==> config.mk <==
export PLATFORM = sky130hd
export DESIGN_NAME = recog_sequencer
export DESIGN_NICKNAME = d
export VERILOG_FILES = /design/src/rtl/recog_sequencer.sv
export SDC_FILE = /design/constraint.sdc
export NUM_CORES = 1
export LEC_CHECK = 0
export CORE_MARGIN = 3
export CORE_UTILIZATION = 47
export DETAILED_ROUTE_END_ITERATION = 10
export GPL_TIMING_DRIVEN = 1
export PLACE_DENSITY = 0.88
export SLEW_MARGIN = 20
export SYNTH_ARGS = -nofsm -noshare
export SYNTH_HDL_FRONTEND = slang
export SYNTH_SLANG_ARGS = --single-unit
==> constraint.sdc <==
create_clock -name clk -period 3.5 [get_ports clk]
set_input_delay 0.525 -clock clk [delete_from_list [all_inputs] [get_ports clk]]
set_output_delay 0.525 -clock clk [all_outputs]
set_load 0.02 [all_outputs]
==> src/rtl/recog_sequencer.sv <==
// Transaction sequencer for the speech-recognition datapath: SPI words -> sample buffer -> compare -> result readback.
// Optional build macro RECOG_ECHO_EN: loop each received word straight back to the SPI shifter while receiving.
module recog_sequencer #(
   parameter int NUM_SAMPLES = 2000,
   parameter int SAMPLE_W    = 10,
   parameter int ADDR_W      = 11,
   parameter int TIMEOUT_W   = 20
) (
   input  logic                clk,
   input  logic                reset,
   input  logic                ss,
   input  logic                word_valid,
   input  logic [31:0]         word_data,
   output logic                sample_we,
   output logic [ADDR_W-1:0]   sample_addr,
   output logic [SAMPLE_W-1:0] sample_data,
   output logic                cmp_start,
   input  logic                cmp_done,
   input  logic [3:0]          cmp_result,
   output logic                tx_load,
   output logic [31:0]         tx_word,
   input  logic                tx_done,
   output logic [3:0]          result,
   output logic                busy,
   output logic [2:0]          state_o,
   output logic [1:0]          err
);

   typedef enum logic [2:0] {
      IDLE    = 3'b000,
      RECV    = 3'b001,
      PROC    = 3'b010,
      WAIT_SS = 3'b011,
      XMIT    = 3'b100
   } state_t;

   localparam logic [ADDR_W-1:0] LAST_ADDR = ADDR_W'(NUM_SAMPLES - 1);

   state_t               state, state_next;
   logic                 first;
   logic                 ss_q;
   logic [ADDR_W-1:0]    sample_cnt;
   logic [TIMEOUT_W-1:0] wd;
   logic [31:0]          tx_word_q;
   logic                 last_word;
   logic                 wd_expired;
   logic                 ss_rise;
   logic                 unused_bits;

   function automatic logic [31:0] status_word(input logic timeout, input logic [3:0] res,
                                               input logic [ADDR_W-1:0] cnt);
      status_word = {8'hA5, 3'b000, timeout, res, 16'(cnt)};
   endfunction

   assign last_word   = word_valid && (sample_cnt == LAST_ADDR);
   assign wd_expired  = &wd;
   assign ss_rise     = !ss_q && ss;
   assign unused_bits = ^word_data[31:SAMPLE_W];

   always_comb begin
      state_next = state;
      case (state)
         IDLE:    if (ss) state_next = RECV;
         // the final word beats a coincident ss drop
         RECV:    if (last_word) state_next = PROC;
                  else if (!ss) state_next = IDLE;
         PROC:    if (cmp_done || wd_expired) state_next = WAIT_SS;
         WAIT_SS: if (ss_rise) state_next = XMIT;
         XMIT:    if (tx_done || !ss) state_next = IDLE;
         default: state_next = IDLE;
      endcase
   end

   always_comb begin
      sample_we   = (state == RECV) && word_valid;
      sample_addr = sample_cnt;
      sample_data = word_data[SAMPLE_W-1:0];
      cmp_start   = (state == PROC) && first;
      busy        = (state != IDLE);
      state_o     = state;
`ifdef RECOG_ECHO_EN
      tx_load = ((state == XMIT) && first) || sample_we;
      tx_word = sample_we ? word_data : tx_word_q;
`else
      tx_load = (state == XMIT) && first;
      tx_word = tx_word_q;
`endif
   end

   always_ff @(posedge clk) begin
      if (reset) begin
         state      <= IDLE;
         first      <= 1'b0;
         ss_q       <= 1'b0;
         sample_cnt <= '0;
         wd         <= '0;
         result     <= 4'h0;
         err        <= 2'b00;
         tx_word_q  <= 32'h0;
      end else begin
         state <= state_next;
         first <= (state_next != state);
         ss_q  <= ss;
         case (state)
            IDLE: begin
               sample_cnt <= '0;
               if (ss) err <= 2'b00;
            end
            RECV: begin
               wd <= '0;
               if (word_valid) sample_cnt <= sample_cnt + 1'b1;
               if (!last_word && !ss) err[0] <= 1'b1;
`ifdef RECOG_ECHO_EN
               if (word_valid) tx_word_q <= word_data;
`endif
            end
            PROC: begin
               wd <= wd + 1'b1;
               if (cmp_done) begin
                  result <= cmp_result;
               end else if (wd_expired) begin
                  result <= 4'hF;
                  err[1] <= 1'b1;
               end
            end
            WAIT_SS: if (ss_rise) tx_word_q <= status_word(err[1], result, sample_cnt);
            default: ;
         endcase
      end
   end

endmodule
==> results of run 1 <==
-- metrics by stage --
stage	hold WS (ns)	cell area, sq um
final	0.493	3480
after global routing	0.544	3480
after CTS	0.500	3480
after detailed placement	0.486	3270
after global placement	0.469	3270
after floorplan	0.463	2880
-- worst min-delay path: stages (launching register included) --
cell,delay [ns]
dfxtp_1,0.32
mux2i_1,0.07
nor2_1,0.07
-- path summary, 6_finish.rpt --
check / from / end / cells after the start
hold reg to reg: tx_word[3] / tx_word[3] / 2
hold / removal: tx_word[3] / tx_word[3] / 2
setup / recovery: word_valid / sample_we / 5
setup reg to reg: state_o[1] / wd[9] / 5
-- logic make-up after synthesis --
logic type	count (synthesis)	synth area share
flip-flops	59	0.416
XOR/XNOR	7	0.0216
adder cells (fa/ha/maj)	2	0.00881
AO/OA/AOI/OAI	42	0.103
AND/OR/NAND/NOR	146	0.257
buffers and inverters	51	0.108
multiplexers	23	0.0846
other	1	0.00132
-- sequential cells by signal, indices dropped and copies added, names as in the netlist --
name / count
result: 4
wd: 20
ss_q: 1
first: 1
sample_addr: 11
err: 2
state_o: 3
tx_word: 17
-- per-layer routing --
metal	share of wire	routed length, um	vias up
met2	0.50	3180	74
met3	0.061	389	15
met1	0.42	2640	1159
li1	-	-	1187
met4	0.021	134	0
met5	0	0	-
-- power by group through the flow --
stage	logic (mW)	registers, mW	clock network (mW)
6_report	0.0816	0.681	0.646
3_5_place_dp	0.0804	0.696	0
3_3_place_gp	0.0790	0.696	0
2_1_floorplan	0.0768	0.697	0
4_1_cts	0.0809	0.681	0.657
5_1_grt	0.0887	0.681	0.687
-- synthesized netlist by cell type, types with 2 or more instances --
cell | number | share of area
clkbuf_1 | 12 | 0.016
nor3b_1 | 2 | 0.0053
nand4_1 | 8 | 0.018
nor3_1 | 9 | 0.016
inv_1 | 9 | 0.012
xor2_1 | 3 | 0.0093
mux2_1 | 2 | 0.0079
ha_1 | 2 | 0.0088
mux2_2 | 6 | 0.024
dfxtp_1 | 59 | 0.42
a211oi_1 | 3 | 0.0079
a22oi_1 | 2 | 0.0053
mux2i_1 | 15 | 0.053
nand2_1 | 29 | 0.038
buf_2 | 2 | 0.0035
nand3_1 | 9 | 0.016
a21oi_1 | 14 | 0.025
nor2_1 | 55 | 0.073
or2_2 | 2 | 0.0044
and4_1 | 2 | 0.0062
o21ai_0 | 3 | 0.0053
a311oi_1 | 7 | 0.022
nor2b_1 | 3 | 0.0066
and3_1 | 5 | 0.011
xnor2_1 | 4 | 0.012
o211ai_1 | 3 | 0.0079
o21a_1 | 3 | 0.0079
buf_4 | 26 | 0.069
and2_1 | 4 | 0.0088
buf_6 | 2 | 0.0079
or3_1 | 5 | 0.011
nand3b_1 | 3 | 0.0079
-- area by class of cell --
| cell class | count | area (sq um) | area share |
|---|---|---|---|
| multi-input cells | 232 | 1390 | 0.400 |
| clock inverters | 4 | 47.5 | 0.0137 |
| well taps | 72 | 90.1 | 0.0259 |
| repair buffers | 58 | 568 | 0.163 |
| flip-flops and latches | 59 | 1180 | 0.340 |
| inverters | 9 | 33.8 | 0.00971 |
| clock buffers | 12 | 165 | 0.0475 |
==> impl_metrics.ini, run 1 <==
[outcome]
outcome = complete, no violations

[global_routing]
met1_usage = 0.215
busiest_layer = met2
grt_pass1_vias = 2345
use_met3 = 0.0671
grt_overflow = 0
antenna_found_initial = 0
grt_usage = 0.190
grt_pass1_wl_um = 10800
grt_max_degree = 26
met2_usage = 0.321

[setup_path]
rrSetupSlack_ns = 1.24
critPathMostFrequentCell = clkdlybuf4s50_1
cp_max_fo = 4
cp.arrival_ns = 2.13
critPathKind = primary input to output port
crit_slowest_cell = clkdlybuf4s50_1
critPathRequiredTime_ns = 2.97
cp-end-kind = output port
path_cells = clkdlybuf4s50_1, or2b_1, nand2_1, nor2_1, clkdlybuf4s50_1
worst-path-buf-inv = 2
start_kind = primary input
cpPeakStageDelay_ns = 0.65
worst_path_dominant_cell_family = buffers and inverters

[cts]
cts_buffers = 9
cts.repair.resized = 0
cts_root_buf = clkbuf_8
cts.sinks = 59
cts.reportedPaths.clkPinSlew_ns = 0.06
postCtsHoldBufs = 0
postCtsSetupRepairBufs = 0
htreeDepth = 3
cts_tree = built
clk_latency_ns = 0.34
cts_buffer_depth = 2

[die]
die_area_sq_um = 7010
start_util = 0.500
die_h_um = 83.7
io_pins = 108
fp.dieW_um = 83.7
rows = 27
fp.coreArea_sq_um = 5680

[synth]
avgSynthCellArea_sq_um = 8.58
ys_types = 50
synth_seq_cells = 59
synth_flop_cell = dfxtp_1
synth-edff-count = 0
syn-instance-count = 331
synth_seq_area_share = 0.416
yosysWarnings = 0
async_flop_share = 0
synth_area_sq_um = 2840

[power]
p_switching_mw = 0.319
power.total_mw = 1.41
ir_drop_v = 0.000366
p_leak_nw = 1.33
clockPowerShare = 0.459
seqPwrFrac = 0.484
p_comb_frac = 0.058
power_density_nw_per_um2 = 405
intPower_mw = 1.09
p_sw_frac = 0.226

[routing]
totalWireLength_um = 6350
drtPass1Iterations = 4
dr.first_iter.drc_count = 161
vias = 2435
ant_nets = 0
drcViolationCount = 0
vias_per_cell = 5.46
post_drt_wl_per_cell_um = 14.2

[place]
gp_congestion = 0.798
portBuffers = 53
place_inst = 430
dp_hpwl_um = 4430
place_ws_ns = 0.868

[timing]
max_freq_ghz = 0.376
hold_viol_final = 0
final_max_slew_viol_count = 0
fin_crit_ns = 2.66
skew_ns = 0.00700
setup_ws_ns = 0.841
setup_viol = 0
fin_crit_sh = 0.760
rsz0062_at_grt = false
tns_ns = 0

[cells_and_area]
post-route-util = 0.613
drive_gt1_frac = 0.0882
final_nets = 413
final_cell_mix = dfxtp_1, nor2_1, clkdlybuf4s50_1, nand2_1, mux2i_1
final_common_cell = dfxtp_1
syn_to_final_growth_pct = 22.5
finalNonFillerCells = 446
antennaDiodeCount = 0
fillers = 484

[job]
cap_violations = 0

[worst_hold_path]
hold_path_class = flip-flop to flip-flop
Note: power is estimated with default switching activity, not from simulation.
==> inputs of run 2 (changes only) <==
Settings changed: CORE_UTILIZATION 47 to 44, PLACE_DENSITY 0.88 to 0.83.
Clock period 3.5 ns to 2.6 ns, I/O delays scaled along.
==> impl_metrics.ini, run 2 (synthesized netlist as in run 1, its figures left out) <==
[cells_and_area]
syn_to_final_growth_pct = 25.1
drive_gt1_frac = 0.101
largest_register_ffs = 20
final_nets = 416
largest_register = wd
final_cell_mix = dfxtp_1, nor2_1, clkdlybuf4s50_1, nand2_1, mux2i_1
antennaDiodeCount = 0
post-route-util = 0.583
final_common_cell = dfxtp_1
stdcell_area_sq_um = 3550

[die]
rows = 28
io_pins = 108
fp.coreArea_sq_um = 6100
die_area_sq_um = 7450
die_h_um = 86.3
start_util = 0.466
fp.dieW_um = 86.3

[setup_path]
cp-end-kind = output port
crit_start = state_o[2]
cp_max_fo = 14
cp.arrival_ns = 2.01
r2r-start = state_o[2]
critPathRequiredTime_ns = 2.21
critPathKind = flip-flop to output port
start_kind = flip-flop
worst_path_dominant_cell_family = buffers and inverters
reg2reg_to = wd[9]
cpPeakStageDelay_ns = 0.66
worst-path-buf-inv = 1
path_cells = nor2_2, nand2_1, nor2_1, clkdlybuf4s50_1
rrSetupSlack_ns = 0.35
crit_slowest_cell = clkdlybuf4s50_1
r2r_cells = 5

[timing]
max_freq_ghz = 0.416
tns_ns = 0
hold_viol_final = 0
worst_slew_pin_slew_ns = 0.504
skew_ns = 0.00754
final_max_slew_viol_count = 0
setup_viol = 0
rsz0062_at_grt = false
fin_crit_sh = 0.924
slew_headroom = 0.663
fin_crit_ns = 2.40

[cts]
htreeDepth = 3
cts.sinks = 59
cts_tree = built
cts.reportedPaths.clkPinSlew_ns = 0.07
clk_latency_ns = 0.34
cts_root_buf = clkbuf_8
cts_buffers = 9
cts_buffer_depth = 2

[global_routing]
grt_pass1_vias = 2285
grt_usage = 0.173
grt_pass1_wl_um = 10300
grt_max_degree = 23
grt_overflow = 0
antenna_found_initial = 0

[job]
cap_violations = 0

[place]
dp_hpwl_um = 4320
place_area_sq_um = 3300
portBuffers = 53
gp_congestion = 0.822

[outcome]
outcome = complete, no violations

[worst_hold_path]
hold_path_class = flip-flop to flip-flop
hold_end = tx_word[24]
holdPathStages = 2
worstHoldStart = tx_word[24]

[routing]
ant_nets = 0
drtPass1Iterations = 4
post_drt_wl_per_cell_um = 13.5
drcViolationCount = 0
vias_per_cell = 5.32
totalWireLength_um = 6100
vias = 2405
dr.first_iter.drc_count = 171

[power]
ir_drop_v = 0.000383
power_density_nw_per_um2 = 574
p_leak_nw = 1.37
power.total_mw = 2.04
[run 2: how the worst max path moves through the flow]
stage | end | cells after the start
global placement | sample_we | 5
CTS | sample_we | 4
global route | sample_we | 4
floorplan | wd[9] | 7
finish | sample_we | 4
detailed placement | sample_we | 5
[run 2: per-stage QoR]
step | cells | setup slack, ns | hold slack, ns
4_1_cts | 452 | 0.0773 | 0.497
2_1_floorplan | 342 | 0.654 | 0.463
3_3_place_gp | 436 | 0.286 | 0.470
6_report | 452 | 0.197 | 0.489
5_1_grt | 452 | 0.0522 | 0.526
3_5_place_dp | 436 | 0.248 | 0.482
[run 2: final cells by class]
| type | instances | area (sq um) |
|---|---|---|
| Fill cell | 528 | 2540 |
| Multi-Input combinational cell | 232 | 1400 |
| Sequential cell | 59 | 1180 |
| Timing Repair Buffer | 61 | 603 |
| Clock buffer | 11 | 141 |
| Clock inverter | 5 | 100 |
| Tap cell | 75 | 93.8 |
| Inverter | 9 | 33.8 |
[run 2: repair_timing]
action / in CTS / in global routing
resized for setup: 0 / 3
hold buffers: 0 / 0
setup endpoints to repair: 0 / 1
setup buffers: 0 / 0
[run 2: metal layers]
metal / global-route usage / up-vias / wire length [um]
met5: 0 / - / 0
met4: 0.0666 / 0 / 92
met3: 0.0656 / 8 / 471
met2: 0.280 / 88 / 2990
met1: 0.208 / 1113 / 2550
li1: - / 1196 / -
[run 2: report_power, final]
part / internal [mW] / switching, mW
Combinational: 0.0427 / 0.0693
Sequential: 0.910 / 0.00701
Clock: 0.660 / 0.349
[run 2: tightest hold or removal path, stage by stage (launching register included)]
cell,delay (ns)
dfxtp_1,0.33
inv_1,0.06
a21oi_1,0.05
